[src/rtl/std_regslice_pkg.sv]
// Shared state encoding for the valid/ready register slice.
// Occupancy is read straight off the state register.
package std_regslice_pkg;

   typedef enum logic [1:0] {
      REGSLICE_EMPTY = 2'd0,
      REGSLICE_ONE   = 2'd1,
      REGSLICE_FULL  = 2'd2
   } regslice_state_e;

endpackage

[src/rtl/std_dffern.sv]
// Enabled D flip-flop bank with synchronous active-low reset.
// Reset value is a parameter so the same cell serves data and control.
module std_dffern #(
   parameter int               WIDTH       = 32,
   parameter logic [WIDTH-1:0] RESET_VALUE = '0
) (
   input  logic             clk,
   input  logic             resetn,
   input  logic             en,
   input  logic [WIDTH-1:0] d,
   output logic [WIDTH-1:0] q
);

   always_ff @(posedge clk) begin
      if (!resetn)
         q <= RESET_VALUE;
      else if (en)
         q <= d;
   end

endmodule

[src/rtl/std_regslice_vr.sv]
// Valid/ready register slice: 2-entry skid buffer, all outputs registered.
// Cuts forward and backward combinational paths at full throughput.
module std_regslice_vr
   import std_regslice_pkg::*;
#(
   parameter int                    DATA_WIDTH       = 32,
   parameter logic [DATA_WIDTH-1:0] DATA_RESET_VALUE = '0
) (
   input  logic                  clk,
   input  logic                  resetn,
   input  logic                  flush,
   input  logic                  s_valid,
   output logic                  s_ready,
   input  logic [DATA_WIDTH-1:0] s_data,
   output logic                  m_valid,
   input  logic                  m_ready,
   output logic [DATA_WIDTH-1:0] m_data,
   output logic [1:0]            occupancy
);

   regslice_state_e       state;
   regslice_state_e       next_state;
   logic                  s_fire;
   logic                  m_fire;
   logic                  main_en;
   logic                  skid_en;
   logic [DATA_WIDTH-1:0] main_d;
   logic [DATA_WIDTH-1:0] main_q;
   logic [DATA_WIDTH-1:0] skid_q;

   assign s_fire    = s_valid & s_ready;
   assign m_fire    = m_valid & m_ready;
   assign m_valid   = (state != REGSLICE_EMPTY);
   assign occupancy = state;
   assign m_data    = main_q;

   always_ff @(posedge clk) begin
      if (!resetn) begin
         state   <= REGSLICE_EMPTY;
         s_ready <= 1'b0;
      end else begin
         state   <= next_state;
         s_ready <= (next_state != REGSLICE_FULL);
      end
   end

   always_comb begin
      next_state = state;
      main_en    = 1'b0;
      skid_en    = 1'b0;
      main_d     = s_data;
      unique case (state)
         REGSLICE_EMPTY: begin
            if (s_fire) begin
               next_state = REGSLICE_ONE;
               main_en    = 1'b1;
            end
         end
         REGSLICE_ONE: begin
            if (s_fire && m_fire) begin
               main_en = 1'b1;
            end else if (s_fire) begin
               next_state = REGSLICE_FULL;
               skid_en    = 1'b1;
            end else if (m_fire) begin
               next_state = REGSLICE_EMPTY;
            end
         end
         REGSLICE_FULL: begin
            if (m_fire) begin
               next_state = REGSLICE_ONE;
               main_en    = 1'b1;
               main_d     = skid_q;
            end
         end
         default: next_state = REGSLICE_EMPTY;
      endcase
      // flush discards everything, including a beat accepted this cycle
      if (flush) begin
         next_state = REGSLICE_EMPTY;
         main_en    = 1'b0;
         skid_en    = 1'b0;
      end
   end

   std_dffern #(
      .WIDTH       (DATA_WIDTH),
      .RESET_VALUE (DATA_RESET_VALUE)
   ) u_main (
      .clk    (clk),
      .resetn (resetn),
      .en     (main_en),
      .d      (main_d),
      .q      (main_q)
   );

   std_dffern #(
      .WIDTH       (DATA_WIDTH),
      .RESET_VALUE (DATA_RESET_VALUE)
   ) u_skid (
      .clk    (clk),
      .resetn (resetn),
      .en     (skid_en),
      .d      (s_data),
      .q      (skid_q)
   );

endmodule

[config.mk]
export PLATFORM = sky130hd
export DESIGN_NAME = std_regslice_vr
export DESIGN_NICKNAME = d
export VERILOG_FILES = /design/src/rtl/std_regslice_pkg.sv /design/src/rtl/std_dffern.sv /design/src/rtl/std_regslice_vr.sv
export SDC_FILE = /design/constraint.sdc
export NUM_CORES = 1
export LEC_CHECK = 0
export BUFFER_PORTS_ARGS = -buffer_cell sky130_fd_sc_hd__buf_2
export CAP_MARGIN = 20
export CORE_AREA = 5 5 83 85
export DETAILED_ROUTE_END_ITERATION = 8
export DIE_AREA = 0 0 88 90
export PLACE_DENSITY = 0.85
export SLEW_MARGIN = 20
export SYNTH_ARGS = -nofsm -noshare
export SYNTH_HDL_FRONTEND = slang
export SYNTH_SLANG_ARGS = --single-unit
[constraint.sdc]
create_clock -name clk -period 2 [get_ports clk]
set_input_delay 0.2 -clock clk [delete_from_list [all_inputs] [get_ports clk]]
set_output_delay 0.2 -clock clk [all_outputs]
set_load 0.01 [all_outputs]
Yosys cells after proc, flatten, opt, wreduce, memory -nomap -nowiden. Cells that the tools add are included. W data, S select, Z words.

Bits in registers: 67. Input bits: 37. Output and inout bits: 36.

Equality and inequality tests: 3. Multiplexer cells: 17. Bitwise operators: 2. Reductions and logical operators: 3.

Operator list (count): $mux W32 (2); $mux W2 (6); $mux W1 (7); $pmux W2 S3 (1); $pmux W1 S3 (1); $and A1 B1 Y1 (2); $eq A2 B1 Y1 const B (1); $eq A2 B2 Y1 const B (1); $logic_not A2 Y1 (1); $ne A2 B2 Y1 const B (1); $reduce_bool A2 Y1 (1); $logic_and A1 B1 Y1 (1).

Longest topological paths before layout. Gate-level depths: netlist of run 1.

Depth in word-level cells: 8. Mapped depth: 6. Mapped depth without buffers: 4.

By module. A second synthesis of run 1 with hierarchy kept.

Cell total of the unflattened synthesis: 261. Area, all modules: 3171.8 µm².

Modules (own cells, without submodules): std_dffern (times used 2, cells each 103, area each 1243.7 µm²); std_regslice_vr (times used 1, cells each 55, area each 684.4 µm²).

Worst setup path after synthesis of run 1. OpenSTA, ideal clock, no wires.

Path type: register to register. Start point: reg state[1], in the netlist occupancy[1]. End point: reg u_skid.q[0]. Setup time: 0.132 ns. Arrival: 1.404 ns. Data required time: 1.868 ns. Path slack: 0.463 ns. Stages on the path, launching flop included: 7. Buffers on the path: 2. Path through: dfxtp_1 nand2b_4 or4_1 buf_2 buf_6 nand2_1 a21oi_1.

Longest elaborated chain between the ends: 6.

Ends and longest elaborated chain: from (decl) (line std_regslice_vr.sv:21) `regslice_state_e state;`; from (signal assigned) (line std_regslice_vr.sv:42) `state <= next_state;`; $reduce_bool A2 Y1 (line std_regslice_vr.sv:33) `assign m_valid = (state != REGSLICE_EMPTY);`; $and A1 B1 Y1 (line std_regslice_vr.sv:32) `assign m_fire = m_valid & m_ready;`; $logic_and A1 B1 Y1 (line std_regslice_vr.sv:60) `if (s_fire && m_fire) begin`; $mux W1 (line std_regslice_vr.sv:60); $mux W1 * (line std_regslice_vr.sv:52) `unique case (state)`; $mux W1 * (line std_regslice_vr.sv:79) `if (flush) begin`; to (signal assigned) (line std_dffern.sv:16) `q <= RESET_VALUE;`; to (signal assigned) (line std_dffern.sv:18) `q <= d;`; to (decl) (line std_dffern.sv:11) `output logic [WIDTH-1:0] q`.

Every way passes the cells marked *; elsewhere a longest branch is shown, timed or not. A chain may end at the register's enable or synchronous reset.

Final worst setup path of run 1.
Start point: reg state[1], in the netlist occupancy[1]. End point: reg u_main.q[28].

Longest elaborated chain between the ends: 6.

Ends and longest elaborated chain (line): $reduce_bool A2 Y1 (std_regslice_vr.sv:33); $and A1 B1 Y1 (std_regslice_vr.sv:32); $logic_and A1 B1 Y1 (std_regslice_vr.sv:60); $mux W1 (std_regslice_vr.sv:60); $pmux W1 S3 (std_regslice_vr.sv:52); $mux W1 (std_regslice_vr.sv:79); to (signal assigned) (std_dffern.sv:16); to (signal assigned) (std_dffern.sv:18); to (decl) (std_dffern.sv:11).

Several ways; a longest one is shown, not always the timed one.

==> results.yml, run 1 <==
detailed_routing:
  route.met2.wl_um: 3323
  wl_per_cell_um: 13.33
  met3_length_um: 433
  drt-total-wl_um: 6494
  topRoutingLayerUsed: "met4"
  vias_per_cell: 5.197
  wl_met1_um: 2600
  drc: 0
  firstDrtPassIters: 4
  drtIter0Drc: 142
  postRouteAntennaNets: 0
  vias: 2531
floorplanning:
  die_w_um: 88
  rows: 29
  floorplan.initialDensity_pct: 48.09
  boundaryPins: 73
  core_um2: 6132
  die_y_um: 90
  die-area_um2: 7920
finish:
  num_antenna_cells: 0
  drive_gt1_share_pct: 31.71
  stdcell_area_um2: 3533
  final_common_cell: "nand2_1"
  area_delta_synth_final_pct: 19.81
  final_cell_mix: "nand2_1 (129), buf_2 (72), dfxtp_1 (67)"
  num-nets-final: 443
critical_path:
  start_kind: "flop"
  ff2ff_path_depth: 5
  crit_slowest_cell: "dfxtp_1"
  crit_type: "flop to flop"
  crit_path_start: "occupancy[1]$_SDFF_PN0_"
  slowest_delay_ns: 0.40
  crit_required_ns: 2.24
  timing.rr.start: "occupancy[1]$_SDFF_PN0_"
  path_max_fanout: 34
  critPathCaptureType: "flop"
  path_cells: "nand4bb_1, a31oi_4, buf_12, nor2_1, a311oi_2"
  cp_data_arrival_time_ns: 1.89
yosys:
  synth_top_area_share_pct: 45.48
  ys_seq_area_share_pct: 45.48
  yosysWarningCount: 0
  syn_area_um2: 2949
  synth_cells: 338
  ys_ff_latch: 67
  synth_nets: 375
  ys_types: 29
  syn_area_per_cell_um2: 8.725
  synth.area.top_cells: "dfxtp_1 (45%), nand2_1 (16%), a311oi_2 (14%)"
  yosys.area.top_type: "dfxtp_1"
clock_tree:
  cts_resized: 0
  root_buffer: "clkbuf_8"
  cts.path.max_buffers: 2
  cts_sinks: 67
  clk_latency_ns: 0.34
  cts_buffers: 9
  path_clk_slew_ns: 0.07
  postCtsSetupRepairBufs: 0
  cts_tree: "yes"
  holdBufCountCts: 0
  h-tree-depth: 3
timing:
  tightestPinTransition_ns: 0.3911
  post-route-min-period_ns: 1.654
  finalClockSkew_ns: 0.009219
  fin_crit_sh_pct: 82.69
  fmax_mhz: 604.7
  hold_viol: 0
  slew_headroom_pct: 73.93
  fin_setup_tns_ns: 0
  rsz0062_at_grt: "false"
  drv_slew: 0
  setup_viol: 0
  hold_slack_ns: 0.1026
run:
  maxCapViolations: 0
place:
  dp_hpwl_um: 4551
  finalWeightedCongestion: 0.7255
  post_dp_cell_area_um2: 3364
  port_buffers: 72
global_route:
  grt_pass1_wl_um: 10580
  groute.usage.overall_pct: 16.94
  grt_pass1_vias: 2279
  grt-ovfl-total: 0
  antenna_found_initial: 0
  grt_max_degree: 35
power:
  peakVddDrop_v: 0.0003919
  powerDensity_nw_per_um2: 765.0
  p_leak_nw: 1.409
  power.total_mw: 2.703
worst_hold_path:
  worstHoldPathCells: 3
  hold_path_startpoint: "s_data[30]"
  hp-class: "primary input to flop"
run_status:
  outcome: "complete, no violations"
[state kept, by name, summed over array words and instances (netlist names)]
name,flops
s_ready,1
u_skid.q,32
occupancy,2
u_main.q,32
[cell families (layout without fill, tap and decap cells)]
group | after synthesis | after routing | share of synthesized area [%]
buf+inv | 28 | 100 | 5.727
flops | 67 | 67 | 45.48
simple gates | 174 | 174 | 24.52
compound gates | 69 | 69 | 24.27
[cell type report]
type,instances,area [µm²]
fill,541,2599
multi-input combinational,243,1448
sequential,67,1341
timing repair buffer,84,475.5
clock buffer,11,141.4
tap,77,96.34
clock inverter,4,27.53
inverter,1,3.754
[layer usage]
layer | track usage (%) | up-vias
met3 | 4.388 | 10
li1 | - | 1282
met5 | 0 | -
met2 | 27.32 | 78
met4 | 8.056 | 0
met1 | 20.70 | 1161
[stage by stage]
stage / std cells / worst slack (ns) / utilization, %
2_1_floorplan: 338 / 0.4633 / -
3_3_place_gp: 472 / 0.4529 / 54.87
3_5_place_dp: 472 / 0.3655 / 54.87
4_1_cts: 487 / 0.3324 / 57.62
5_1_grt: 487 / 0.2546 / 57.62
6_report: 487 / 0.3462 / 57.62
[critical path: cells and delay by family, from the launching register on]
kind / cells / cell delay, ns
compound gates: 2 / 0.52
simple gates: 2 / 0.38
buf+inv: 1 / 0.23
flops: 1 / 0.40
[power by group]
| part | total, mW | internal (mW) | switching, mW |
|---|---|---|---|
| Sequential | 1.41 | 1.38 | 0.0262 |
| Combinational | 0.317 | 0.142 | 0.175 |
| Clock | 0.977 | 0.474 | 0.503 |
| Total | 2.70 | 2.00 | 0.704 |
[cell usage after synthesis]
cell type / instances
nand2_1: 129
dfxtp_1: 67
nor2_1: 32
a311oi_2: 27
a21boi_1: 19
a21oi_1: 10
clkbuf_1: 10
buf_2: 9
buf_6: 6
a311oi_1: 5
a21boi_0: 4
buf_4: 2
nand3_1: 2
a21o_1: 1
a31oi_4: 1
and3_1: 1
and3b_1: 1
clkinv_1: 1
nand2b_1: 1
nand2b_4: 1
nand3b_1: 1
nand3b_4: 1
nand4b_1: 1
nand4bb_1: 1
nor4_2: 1
o211a_1: 1
o21ai_0: 1
or2_2: 1
or4_1: 1
[final timing paths]
check	to	slack (ns)
worst max-delay path	u_main.q[28]$_SDFFE_PN0P_	0.35
worst min-delay path	u_skid.q[30]$_SDFFE_PN0P_	0.10
worst max register to register	u_main.q[28]$_SDFFE_PN0P_	0.35
worst min register to register	u_skid.q[9]$_SDFFE_PN0P_	0.46
Note: power is estimated with default switching activity, not from simulation.
==> run 2: changes to the inputs <==
- clock period: 2 -> 1.6 ns (I/O delays scaled with it)
==> run 2 against run 1 <==
Against the previous run:
- power rose by 40%
- register-to-register slack got worse by 0.26 ns
- hold slack got worse by 0.034 ns
- maximum frequency rose by 8.9%
- clock skew decreased by 0.0013 ns
- setup slack worse by 0.26 ns
- clock-buffer cell count stayed put
- cell area increased by 5.2%
- global-route usage up 1.3 points
- routed wire length up 8.4%
==> results.yml, run 2 (synthesis gave the netlist of run 1 again) <==
power:
  combPwrFrac_pct: 11.7
  internal_power_mw: 2.889
  p_leak_nw: 1.507
  swShare_pct: 23.41
  powerDensity_nw_per_um2: 1015
  clkPwrFrac_pct: 41.6
  power.total_mw: 3.772
  seqPwrFrac_pct: 46.7
  net-switching-power_mw: 0.8831
  peakVddDrop_v: 0.0005199
timing:
  rsz0062_at_grt: "false"
  drv_slew: 0
  slew_headroom_pct: 75.89
  post-route-min-period_ns: 1.518
  fin_crit_sh_pct: 94.89
  finalClockSkew_ns: 0.007944
  setup_viol: 0
  tightestPinTransition_ns: 0.3616
  hold_slack_ns: 0.06845
  fmax_mhz: 658.7
  hold_viol: 0
clock_tree:
  cts_buffers: 9
  clk_latency_ns: 0.33
  h-tree-depth: 3
  cts_sinks: 67
  root_buffer: "clkbuf_8"
  path_clk_slew_ns: 0.08
  cts_tree: "yes"
  cts.path.max_buffers: 2
critical_path:
  crit_required_ns: 1.82
  path_max_fanout: 17
  cp_data_arrival_time_ns: 1.74
  critPathCaptureType: "flop"
  r2r_slack_ns: 0.08
  start_kind: "flop"
  crit_type: "flop to flop"
global_route:
  grt_pass1_vias: 2507
  grt_max_degree: 34
  groute.usage.overall_pct: 18.20
  grt_pass1_wl_um: 11590
  antenna_found_initial: 0
  grt-ovfl-total: 0
floorplanning:
  core_um2: 6132
  die_y_um: 90
  floorplan.initialDensity_pct: 48.09
  rows: 29
  die-area_um2: 7920
  die_w_um: 88
  boundaryPins: 73
detailed_routing:
  wl_per_cell_um: 14.25
  vias_per_cell: 5.249
  firstDrtPassIters: 4
  drt-total-wl_um: 7039
  drc: 0
  postRouteAntennaNets: 0
  drtIter0Drc: 118
  vias: 2593
finish:
  num-nets-final: 450
  stdcell_area_um2: 3717
  num_antenna_cells: 0
  stdcell_count: 494
  final_cell_mix: "nand2_1 (129), buf_2 (72), dfxtp_1 (65)"
  drive_gt1_share_pct: 34.05
  final_util_pct: 60.62
  area_delta_synth_final_pct: 26.05
  final_common_cell: "nand2_1"
place:
  port_buffers: 72
  post_dp_cell_area_um2: 3395
  finalWeightedCongestion: 0.7748
  dp_hpwl_um: 4699
  dp_cells: 476
run_status:
  outcome: "complete, no violations"
run:
  maxCapViolations: 0
worst_hold_path:
  hp-class: "primary input to flop"
==> run 2: final cells by class <==
class	instances	area, µm²
clock inverter	4	73.82
fill	509	2415
tap	77	96.34
clock buffer	11	151.4
sequential	67	1344
timing repair buffer	91	580.6
multi-input combinational	243	1468
inverter	1	3.754
==> run 2: timing repair <==
| action | 4_1_cts | 5_1_grt |
|---|---|---|
| endpoints found under the setup margin | 18 | 10 |
| setup buffers | 1 | 0 |
| cloned | 2 | 0 |
| pin swaps | 1 | 1 |
| hold buffers | 0 | 0 |
| gates resized for setup | 3 | 4 |
==> run 2: power by group through the flow <==
stage               clock (mW)  sequential (mW)  combinational (mW)
global route              1.66             1.77               0.479
global placement             0             1.80               0.399
floorplan                    0             1.82               0.220
CTS                       1.59             1.76               0.445
detailed placement           0             1.80               0.411
finish                    1.57             1.76               0.440
==> run 2: critical path: stages, from the launching register on <==
cell and delay (ns):
dfxtp_1 0.44, nand2b_4 0.09, or4_4 0.50, buf_4 0.22, nand2_1 0.09, a21boi_1 0.07
==> run 2: stage by stage <==
step | TNS [ns] | worst slack, ns
after CTS | 0 | 0.02858
after global placement | 0 | 0.1038
final | 0 | 0.08175
after floorplan | 0 | 0.06335
after global routing | 0 | 0.003994
after detailed placement | -0.03861 | -0.01938
==> run 2: path summary, 6_finish.rpt <==
kind,cells after the start,endpoint,start
worst max register to register,5,u_skid.q[15]$_SDFFE_PN0P_,occupancy[0]$_SDFF_PN0_
worst max-delay path,5,u_skid.q[15]$_SDFFE_PN0P_,occupancy[0]$_SDFF_PN0_
worst min-delay path,3,u_skid.q[27]$_SDFFE_PN0P_,s_data[27]
worst min register to register,2,u_skid.q[4]$_SDFFE_PN0P_,u_skid.q[4]$_SDFFE_PN0P_
==> run 2: routing by layer <==
layer | part of all wire, % | track usage (%) | up-vias
met5 | 0 | 0 | -
li1 | - | - | 1295
met4 | 1.6 | 7.545 | 0
met1 | 41 | 21.95 | 1214
met3 | 5.3 | 3.199 | 11
met2 | 52 | 31.22 | 73
